==> src/rtl/uart_rx_pkg.sv <==
// uart_rx_pkg: shared constants and types for the UART receiver.
//   - CLKS_PER_BIT constants per baud/clock pair
//   - frame geometry (1 start + 8 data + 1 parity + 1 stop)
//   - parity encoding (EVEN = 0, ODD = 1)
//   - receiver FSM state type
package uart_rx_pkg;

    localparam int unsigned CLKS_6M_24M = 4;

    localparam int unsigned DATA_BITS  = 8;
    localparam int unsigned FRAME_BITS = 1 + DATA_BITS + 1 + 1;

    localparam bit PARITY_EVEN = 1'b0;
    localparam bit PARITY_ODD  = 1'b1;

    typedef enum logic [2:0] {
        ST_IDLE,
        ST_START,
        ST_DATA,
        ST_PARITY,
        ST_STOP,
        ST_WAIT_HIGH
    } rx_state_t;

    // Parity bit a transmitter with the given setting would send for data.
    function automatic logic parity_of(input logic [DATA_BITS-1:0] data, input bit mode);
        return (mode == PARITY_ODD) ? ~^data : ^data;
    endfunction

endpackage

==> src/rtl/uart_rx_if.sv <==
// uart_rx_if: receive-side bundle of the UART receiver.
//   rx          serial line (idles high, asynchronous to clk)
//   rx_data     last received byte
//   rx_valid    one-clock strobe per completed frame
//   parity_err  parity mismatch on the last frame (held)
//   frame_err   stop bit sampled 0 on the last frame (held)
//   rx_busy     frame reception in progress
// master: the receiver (consumes rx, drives results); slave: line driver / consumer.
interface uart_rx_if;
    import uart_rx_pkg::*;

    logic                 rx;
    logic [DATA_BITS-1:0] rx_data;
    logic                 rx_valid;
    logic                 parity_err;
    logic                 frame_err;
    logic                 rx_busy;

    modport master (
        input  rx,
        output rx_data, rx_valid, parity_err, frame_err, rx_busy
    );

    modport slave (
        output rx,
        input  rx_data, rx_valid, parity_err, frame_err, rx_busy
    );

endinterface

==> src/rtl/uart_rx_sync.sv <==
// uart_rx_sync: 2-flop synchroniser for the asynchronous rx line.
//   clk, reset  system clock, asynchronous active-high reset (flops reset to 1 = idle line)
//   rx          raw line input
//   rx_s        synchronised line, used for edge/level decisions
//   rx_sample   value to use at a bit sample point
// Build option UART_RX_MAJORITY_EN: rx_sample is a 2-of-3 majority over rx_s
// and its two previous values; otherwise rx_sample is rx_s.
module uart_rx_sync (
    input  logic clk,
    input  logic reset,
    input  logic rx,
    output logic rx_s,
    output logic rx_sample
);

    logic meta;

    always_ff @(posedge clk or posedge reset) begin
        if (reset) begin
            meta <= 1'b1;
            rx_s <= 1'b1;
        end else begin
            meta <= rx;
            rx_s <= meta;
        end
    end

`ifdef UART_RX_MAJORITY_EN
    // hist[0] = rx_s one cycle ago, hist[1] = two cycles ago.
    logic [1:0] hist;

    always_ff @(posedge clk or posedge reset) begin
        if (reset) begin
            hist <= '1;
        end else begin
            hist <= {hist[0], rx_s};
        end
    end

    always_comb begin
        rx_sample = (rx_s & hist[0]) | (rx_s & hist[1]) | (hist[0] & hist[1]);
    end
`else
    always_comb begin
        rx_sample = rx_s;
    end
`endif

endmodule

==> src/rtl/uart_rx.sv <==
// uart_rx: UART receiver, frame = start(0), 8 data LSB first, parity, stop(1).
// Samples at mid-bit by counting system clocks (no oversampling).
//   clk    system clock
//   reset  asynchronous, active-high reset
//   bus    uart_rx_if.master: rx in; rx_data, rx_valid, parity_err,
//          frame_err, rx_busy out (all registered)
// Parameters: CLKS_PER_BIT (>= 3) clocks per bit; PARITY 0 = even, 1 = odd.
// Build option UART_RX_MAJORITY_EN (in uart_rx_sync): 2-of-3 majority sampling.
module uart_rx
    import uart_rx_pkg::*;
#(
    parameter int unsigned CLKS_PER_BIT = CLKS_6M_24M,
    parameter bit          PARITY       = PARITY_EVEN
) (
    input  logic      clk,
    input  logic      reset,
    uart_rx_if.master bus
);

    localparam int unsigned HALF = CLKS_PER_BIT / 2;
    localparam int unsigned CW   = $clog2(CLKS_PER_BIT);
    localparam int unsigned IW   = $clog2(DATA_BITS);

    localparam logic [CW-1:0] CNT_HALF = CW'(HALF - 1);
    localparam logic [CW-1:0] CNT_LAST = CW'(CLKS_PER_BIT - 1);
    localparam logic [IW-1:0] IDX_LAST = IW'(DATA_BITS - 1);

    logic rx_s;
    logic rx_sample;

    uart_rx_sync u_sync (
        .clk       (clk),
        .reset     (reset),
        .rx        (bus.rx),
        .rx_s      (rx_s),
        .rx_sample (rx_sample)
    );

    rx_state_t            state;
    logic [CW-1:0]        cnt;
    logic [IW-1:0]        bit_idx;
    logic [DATA_BITS-1:0] shift;
    logic                 par_bit;

    logic [DATA_BITS-1:0] rx_data_q;
    logic                 rx_valid_q;
    logic                 parity_err_q;
    logic                 frame_err_q;
    logic                 rx_busy_q;

    always_ff @(posedge clk or posedge reset) begin
        if (reset) begin
            state        <= ST_IDLE;
            cnt          <= '0;
            bit_idx      <= '0;
            shift        <= '0;
            par_bit      <= 1'b0;
            rx_data_q    <= '0;
            rx_valid_q   <= 1'b0;
            parity_err_q <= 1'b0;
            frame_err_q  <= 1'b0;
            rx_busy_q    <= 1'b0;
        end else begin
            rx_valid_q <= 1'b0;
            case (state)
                ST_IDLE: begin
                    if (!rx_s) begin
                        cnt       <= '0;
                        state     <= ST_START;
                        rx_busy_q <= 1'b1;
                    end
                end

                ST_START: begin
                    if (cnt == CNT_HALF) begin
                        cnt <= '0;
                        if (!rx_sample) begin
                            bit_idx <= '0;
                            state   <= ST_DATA;
                        end else begin
                            // Start bit gone by mid-bit: treat as a glitch.
                            state     <= ST_IDLE;
                            rx_busy_q <= 1'b0;
                        end
                    end else begin
                        cnt <= cnt + CW'(1);
                    end
                end

                ST_DATA: begin
                    if (cnt == CNT_LAST) begin
                        cnt     <= '0;
                        shift   <= {rx_sample, shift[DATA_BITS-1:1]};
                        bit_idx <= bit_idx + IW'(1);
                        if (bit_idx == IDX_LAST) begin
                            state <= ST_PARITY;
                        end
                    end else begin
                        cnt <= cnt + CW'(1);
                    end
                end

                ST_PARITY: begin
                    if (cnt == CNT_LAST) begin
                        cnt     <= '0;
                        par_bit <= rx_sample;
                        state   <= ST_STOP;
                    end else begin
                        cnt <= cnt + CW'(1);
                    end
                end

                ST_STOP: begin
                    if (cnt == CNT_LAST) begin
                        cnt          <= '0;
                        rx_data_q    <= shift;
                        rx_valid_q   <= 1'b1;
                        parity_err_q <= (par_bit != parity_of(shift, PARITY));
                        frame_err_q  <= !rx_sample;
                        if (rx_sample) begin
                            state     <= ST_IDLE;
                            rx_busy_q <= 1'b0;
                        end else begin
                            // Break or misframe: wait for the line to go idle
                            // so a held-low line cannot retrigger frames.
                            state <= ST_WAIT_HIGH;
                        end
                    end else begin
                        cnt <= cnt + CW'(1);
                    end
                end

                ST_WAIT_HIGH: begin
                    if (rx_s) begin
                        state     <= ST_IDLE;
                        rx_busy_q <= 1'b0;
                    end
                end

                default: begin
                    state     <= ST_IDLE;
                    rx_busy_q <= 1'b0;
                end
            endcase
        end
    end

    assign bus.rx_data    = rx_data_q;
    assign bus.rx_valid   = rx_valid_q;
    assign bus.parity_err = parity_err_q;
    assign bus.frame_err  = frame_err_q;
    assign bus.rx_busy    = rx_busy_q;

endmodule

==> src/flat_wrapper.sv <==
// flat-port wrapper written by rule: the top's interface ports become plain ports
module uart_rx_flat import uart_rx_pkg::*;
#(
    parameter int unsigned CLKS_PER_BIT = CLKS_6M_24M,
    parameter bit          PARITY       = PARITY_EVEN
)
  (clk, reset, bus_rx, bus_rx_data, bus_rx_valid, bus_parity_err, bus_frame_err, bus_rx_busy);
  uart_rx_if bus_i ();
  input  logic clk;
  input  logic reset;
  input wire logic [$bits(bus_i.rx)-1:0] bus_rx;
  output wire logic [$bits(bus_i.rx_data)-1:0] bus_rx_data;
  output wire logic [$bits(bus_i.rx_valid)-1:0] bus_rx_valid;
  output wire logic [$bits(bus_i.parity_err)-1:0] bus_parity_err;
  output wire logic [$bits(bus_i.frame_err)-1:0] bus_frame_err;
  output wire logic [$bits(bus_i.rx_busy)-1:0] bus_rx_busy;
  assign bus_i.rx = bus_rx;
  assign bus_rx_data = bus_i.rx_data;
  assign bus_rx_valid = bus_i.rx_valid;
  assign bus_parity_err = bus_i.parity_err;
  assign bus_frame_err = bus_i.frame_err;
  assign bus_rx_busy = bus_i.rx_busy;
  uart_rx #(.CLKS_PER_BIT(CLKS_PER_BIT), .PARITY(PARITY)) u_core (.clk(clk), .reset(reset), .bus(bus_i));
endmodule
==> config.mk <==
export PLATFORM = sky130hd
export DESIGN_NAME = uart_rx_flat
export DESIGN_NICKNAME = d
export VERILOG_FILES = /design/src/rtl/uart_rx_pkg.sv /design/src/rtl/uart_rx_if.sv /design/src/rtl/uart_rx_sync.sv /design/src/rtl/uart_rx.sv /design/src/flat_wrapper.sv
export SDC_FILE = /design/constraint.sdc
export NUM_CORES = 1
export LEC_CHECK = 0
export CAP_MARGIN = 30
export CORE_MARGIN = 2
export CORE_UTILIZATION = 50
export CTS_CLUSTER_SIZE = 8
export DETAILED_ROUTE_END_ITERATION = 10
export GPL_TIMING_DRIVEN = 0
export PLACE_DENSITY = 0.8
export RECOVER_POWER = 100
export SYNTH_ARGS = -nofsm -noshare
export SYNTH_HDL_FRONTEND = slang
export SYNTH_SLANG_ARGS = --single-unit
==> constraint.sdc <==
create_clock -name clk -period 1.4 [get_ports clk]
set_input_delay 0.14 -clock clk [delete_from_list [all_inputs] [get_ports clk]]
set_output_delay 0.14 -clock clk [all_outputs]
set_load 0.02 [all_outputs]
After elaboration in Yosys (flattened, before gate mapping)
Index checks and enable logic that the tools add are counted.

Reduce and logical (&&, ||, !) cells: 14. Bitwise gates (word level): 1. Add/subtract/negate cells: 2. Eq/ne operators: 17. Muxes and demuxes: 25.

Operators by type and width (number): 3-bit two-way mux (11); 3-bit one-hot mux with 6 select lines (1); 2-bit by 1-bit != test with 1-bit output (second input constant) (5); 3-bit == test (second input constant) (3); 2-bit two-way mux (4); 2-bit AND reduction (4); 4-bit AND reduction (2); 8-bit XOR reduction (1); 7-bit AND reduction (1); 3-bit by 2-bit == test with 1-bit output (second input constant) (2); 1-bit two-way mux (6); 2-bit != test (second input constant) (3); 2-bit one-hot mux with 3 select lines (1); 3-bit one-hot mux with 2 select lines (1); 1-bit one-hot mux with 5 select lines (1); 3-bit by 1-bit adder with 3-bit output (second input constant) (1); 3-bit by 1-bit == test with 1-bit output (second input constant) (1); 3-bit zero test (1); 3-bit nonzero test (1); 3-bit OR reduction (1); 2-bit by 1-bit adder with 2-bit output (second input constant) (1); 2-bit by 1-bit == test with 1-bit output (second input constant) (1); 2-bit == test (second input constant) (1); 2-bit nonzero test (1); 4 further kinds (4).

Register bits after elaboration: 31. Output and inout port bits: 12. Word-level logic and storage cells: 71. Input port bits: 3.

Depth between registers and ports, before layout
Depth in word-level cells: 4. Gate-level depth with buffers: 6.

Modules after synthesis
Synthesis repeated with hierarchy kept, for this count alone.

Cell total of the unflattened synthesis: 138. Area total of the unflattened synthesis: 1592.8 sq um.

By module, submodules not included: uart_rx (instances 1, area each 1529.0 sq um, cells each 134, sequential area each 725.7 sq um); uart_rx_sync (instances 1, area each 63.8 sq um, cells each 4, sequential area each 52.6 sq um).

Worst setup path before layout
No wires, ideal clock.

Path kind: register -> register. Start point: register u_core.cnt[1]. End point: register u_core.shift[0]. Stages on the path, launching flop included: 7. Path slack: -0.121 ns. Setup time: 0.125 ns. Arrival time: 1.396 ns. Cells stage by stage: dfrtp_1 ha_1 buf_4 nand2_2 nor3_2 buf_2 mux2_2.

Cells in the longest elaborated chain, start to end: 2.

Ends and longest elaborated chain: start: declaration (line uart_rx.sv:40) `logic [CW-1:0] cnt;`; start signal: assignment (line uart_rx.sv:86) `cnt <= cnt + CW'(1);`; start signal: assignment (line uart_rx.sv:99) `cnt <= cnt + CW'(1);`; start signal: assignment (line uart_rx.sv:109) `cnt <= cnt + CW'(1);`; 2-bit == test (line uart_rx.sv:91) `if (cnt == CNT_LAST) begin`; 2-bit AND reduction (no source line); end signal: assignment (line uart_rx.sv:93) `shift <= {rx_sample, shift[DATA_BITS-1:1]};`; end: declaration (line uart_rx.sv:42) `logic [DATA_BITS-1:0] shift;`.

Every way passes these cells. A chain may end at the register's enable or synchronous reset.

Final worst setup path
Start point: register u_core.cnt[1]. End point: register u_core.bit_idx[0].

Cells in the longest elaborated chain, start to end: 3. Elaborated cells between the ends (all ways): 5. Classes of those cells: eq/ne: 4; reduce/logical: 1.

Ends and longest elaborated chain: 2-bit == test / 2-bit by 1-bit == test with 1-bit output (equally long branches) (line uart_rx.sv:91, uart_rx.sv:75); 2-bit by 1-bit != test with 1-bit output (no source line); 4-bit AND reduction (no source line) (*); end signal: assignment (line uart_rx.sv:94) `bit_idx <= bit_idx + IW'(1);`; end: declaration (line uart_rx.sv:41) `logic [IW-1:0] bit_idx;`.

Mark *: on every way between the ends. The rest lies on a longest branch, timed or not.

==> out/qor.yml <==
status:
  outcome: "complete, but fails checks"
  failed_checks: "negative setup slack"
timing:
  fin_crit_ps: 1510
  layout_setup_ws_ps: -106
  finClkSkew_ps: 7.22
  timing.slew.headroom_pct: 63.6
  worstMarginPinSlew_ps: 547
  finalMaxSlewViolations: 0
  grt_setup_unrepaired: "true"
  fmax_mhz: 664
  fin_hold_ws_ps: 185
  period_share_pct: 108
  hold_viol_final: 0
  finalSetupViolations: 12
clocking:
  cts_max_path_buffers: 2
  ctsHtreeMaxLevel: 2
  clock_sinks: 31
  cts_tree: "done"
  cts-buffers-inserted: 5
  clkLatencyLatePin_ps: 340
  hold_buffers: 0
  clk_pin_slew_ps: 100
  cts-root-buf: "clkbuf_4"
route:
  wl_per_cell_um: 14.3
  num_vias: 1092
  drtPass1Iterations: 4
  wl_mm: 2.86
  viasPerCell: 5.46
  drt_iter0_drc: 30
  final_antenna_net_count: 0
  drc: 0
power_and_ir_drop:
  clockPowerShare_pct: 19.2
  peakVddDrop_v: 0.00136
  combinationalPowerShare_pct: 43.9
  p_sw_uw: 1150
  power_frac_seq_pct: 36.9
  switching_share_pct: 35.4
  p_leak_uw: 0.00100
  power_uw: 3260
  power_density_mw_per_mm2: 1720
  p_int_uw: 2110
global_route:
  antenna_found_initial: 0
  grt_max_degree: 24
  grt_pass1_vias: 1056
  grt_pass1_wl_mm: 4.74
  track_usage_pct: 19.2
  grt_overflow: 0
finish:
  stdcell_area_mm2: 0.00189
  nets: 176
  areaGrowthSynthToFinish_pct: 29.6
  drive_gt1_share_pct: 28.4
  antennaDiodeCount: 0
  n_fill_cell: 200
setup_path:
  endpoint_kind: "register"
  start_kind: "register"
  worstSetupPathType: "reg -> reg"
  cp.arrival_ps: 1740
  path_max_fanout: 3
  cp.required_ps: 1630
placement:
  place_area_mm2: 0.00171
  dp_slack_ps: -187
  gp_congestion: 0.759
  dpl.hpwl_mm: 1.73
  port_buffers: 14
min_path:
  hold_path_class: "in -> async"
floorplan:
  row_count: 19
  die_area_mm2: 0.00336
  dieHeight_um: 58.0
  die_width_um: 58.0
  pin_count: 15
  coreArea_mm2: 0.00276
  initial_core_util_pct: 52.9
run:
  max_cap_viol_count: 0
logic_synthesis:
  ys.warnings.count: 0
  ys.flop_type: "dfrtp_1"
  ys_seq_elements: 31
  synthArstFlopShare_pct: 100
  syn_inst: 136
  ys_seq_area_share_pct: 53.4
  syn_nets: 144
  synth_area_mm2: 0.00146
  synth_edf_count: 0
  syn-mean-instance-area_um2: 10.7
  synth_cell_types: 35
[cells by family (layout without fill, tap and decap cells)]
group | count (synthesis) | in the layout | synth area share [%]
compound gates | 22 | 22 | 10.1
buf+inv | 13 | 46 | 4.12
xor+xnor | 7 | 7 | 5.15
mux | 10 | 10 | 7.73
fa+ha+maj | 5 | 5 | 4.29
simple gates | 48 | 48 | 15.2
flops | 31 | 31 | 53.4
[registers in the layout, summed over array words and instances, names as in the netlist, 2 cells and up]
name,cells
u_core.bit_idx,3
u_core.bus.rx_data,8
u_core.cnt,2
u_core.shift,8
u_core.state,3
[power by group through the flow]
stage          Combinational, uW  Clock (uW)  Sequential (uW)
2_1_floorplan                877           0             1250
6_report                    1430         624             1200
4_1_cts                     1260         637             1200
3_3_place_gp                1080           0             1230
3_5_place_dp                1140           0             1240
5_1_grt                     1560         674             1230
[cell type report]
class | count | area [um2] | share of cell area (%)
clock inverter | 1 | 7.51 | 0.397
buffer | 7 | 52.6 | 2.78
clock buffer | 7 | 65.1 | 3.44
timing repair buffer | 25 | 206 | 10.9
tap | 31 | 38.8 | 2.05
multi-input combinational | 92 | 718 | 38.0
sequential | 31 | 778 | 41.2
inverter | 6 | 22.5 | 1.19
[routing by layer]
layer	share of wire (%)	global-route usage (%)	up-vias
met3	6.2	5.36	9
met5	0	0	-
met4	2.9	12.6	0
li1	-	-	520
met2	44	26.9	35
met1	47	26.1	528
[path summary, 6_finish.rpt]
check | startpoint | to | slack [ps] | depth (start not counted)
worst max-delay path | u_core.cnt[1] | u_core.bit_idx[0] | -110 | 6
worst min-delay path | reset | u_core.bit_idx[1] | 190 | 2
worst max register to register | u_core.cnt[1] | u_core.bit_idx[0] | -110 | 6
worst min register to register | u_core.u_sync.meta | u_core.u_sync.rx_s | 360 | 0
max in group asynchronous | reset | u_core.bus.rx_data[2] | 370 | 3
min in group clk | bus_rx | u_core.u_sync.meta | 330 | 1
[metrics by stage]
stage	cells	setup TNS (ps)	util, %
2_1_floorplan	136	-382	-
3_3_place_gp	181	-3710	60.9
3_5_place_dp	182	-1790	61.9
4_1_cts	196	-1400	66.4
5_1_grt	200	-1910	68.5
6_report	200	-489	68.5
[what timing repair did]
| action | CTS | global route |
|---|---|---|
| pin swaps | 2 | 8 |
| gates resized for setup | 19 | 10 |
| endpoints found under the setup margin | 34 | 26 |
| buffers inserted | 6 | 4 |
[cell usage after synthesis (2+ instances only)]
cell type  number  area [um2]
a21o_1          2        15.0
a21oi_1         6        30.0
a22o_1          2        17.5
buf_2           6        30.0
dfrtp_1        29         726
dfstp_2         2        52.6
ha_1            5        62.6
inv_1           5        18.8
mux2_2         10         113
nand2_1        31         116
nand3b_1        2        15.0
nor2_1          3        11.3
nor2b_1         4        25.0
o21ai_0         2        10.0
o31ai_1         3        22.5
xnor2_1         4        35.0
xor2_1          2        17.5
[critical path, cell delays in order, from the launching register on]
cell	delay, ps
dfrtp_1	390
buf_4	150
inv_1	90
ha_4	140
nand3b_1	110
a21o_1	240
mux2_4	270
[cells in the final DEF, fill, tap and decap left out, types with 2 or more instances in the layout]
| master | instances |
|---|---|
| nand2_1 | 31 |
| dfrtp_1 | 29 |
| dlygate4sd2_1 | 12 |
| mux2_4 | 10 |
| buf_4 | 9 |
| clkbuf_4 | 6 |
| a21oi_1 | 6 |
| inv_1 | 5 |
| nor2b_1 | 4 |
| buf_2 | 3 |
| buf_6 | 3 |
| nor2_1 | 3 |
| o31ai_1 | 3 |
| xnor2_1 | 3 |
| o21ai_0 | 2 |
| nand3b_1 | 2 |
| a21o_1 | 2 |
| a22o_1 | 2 |
| xor2_1 | 2 |
| ha_1 | 2 |
| ha_4 | 2 |
| clkbuf_8 | 2 |
| dlygate4sd3_1 | 2 |
| clkbuf_2 | 2 |
| dfstp_2 | 2 |
(Power assumes the default switching activity.)
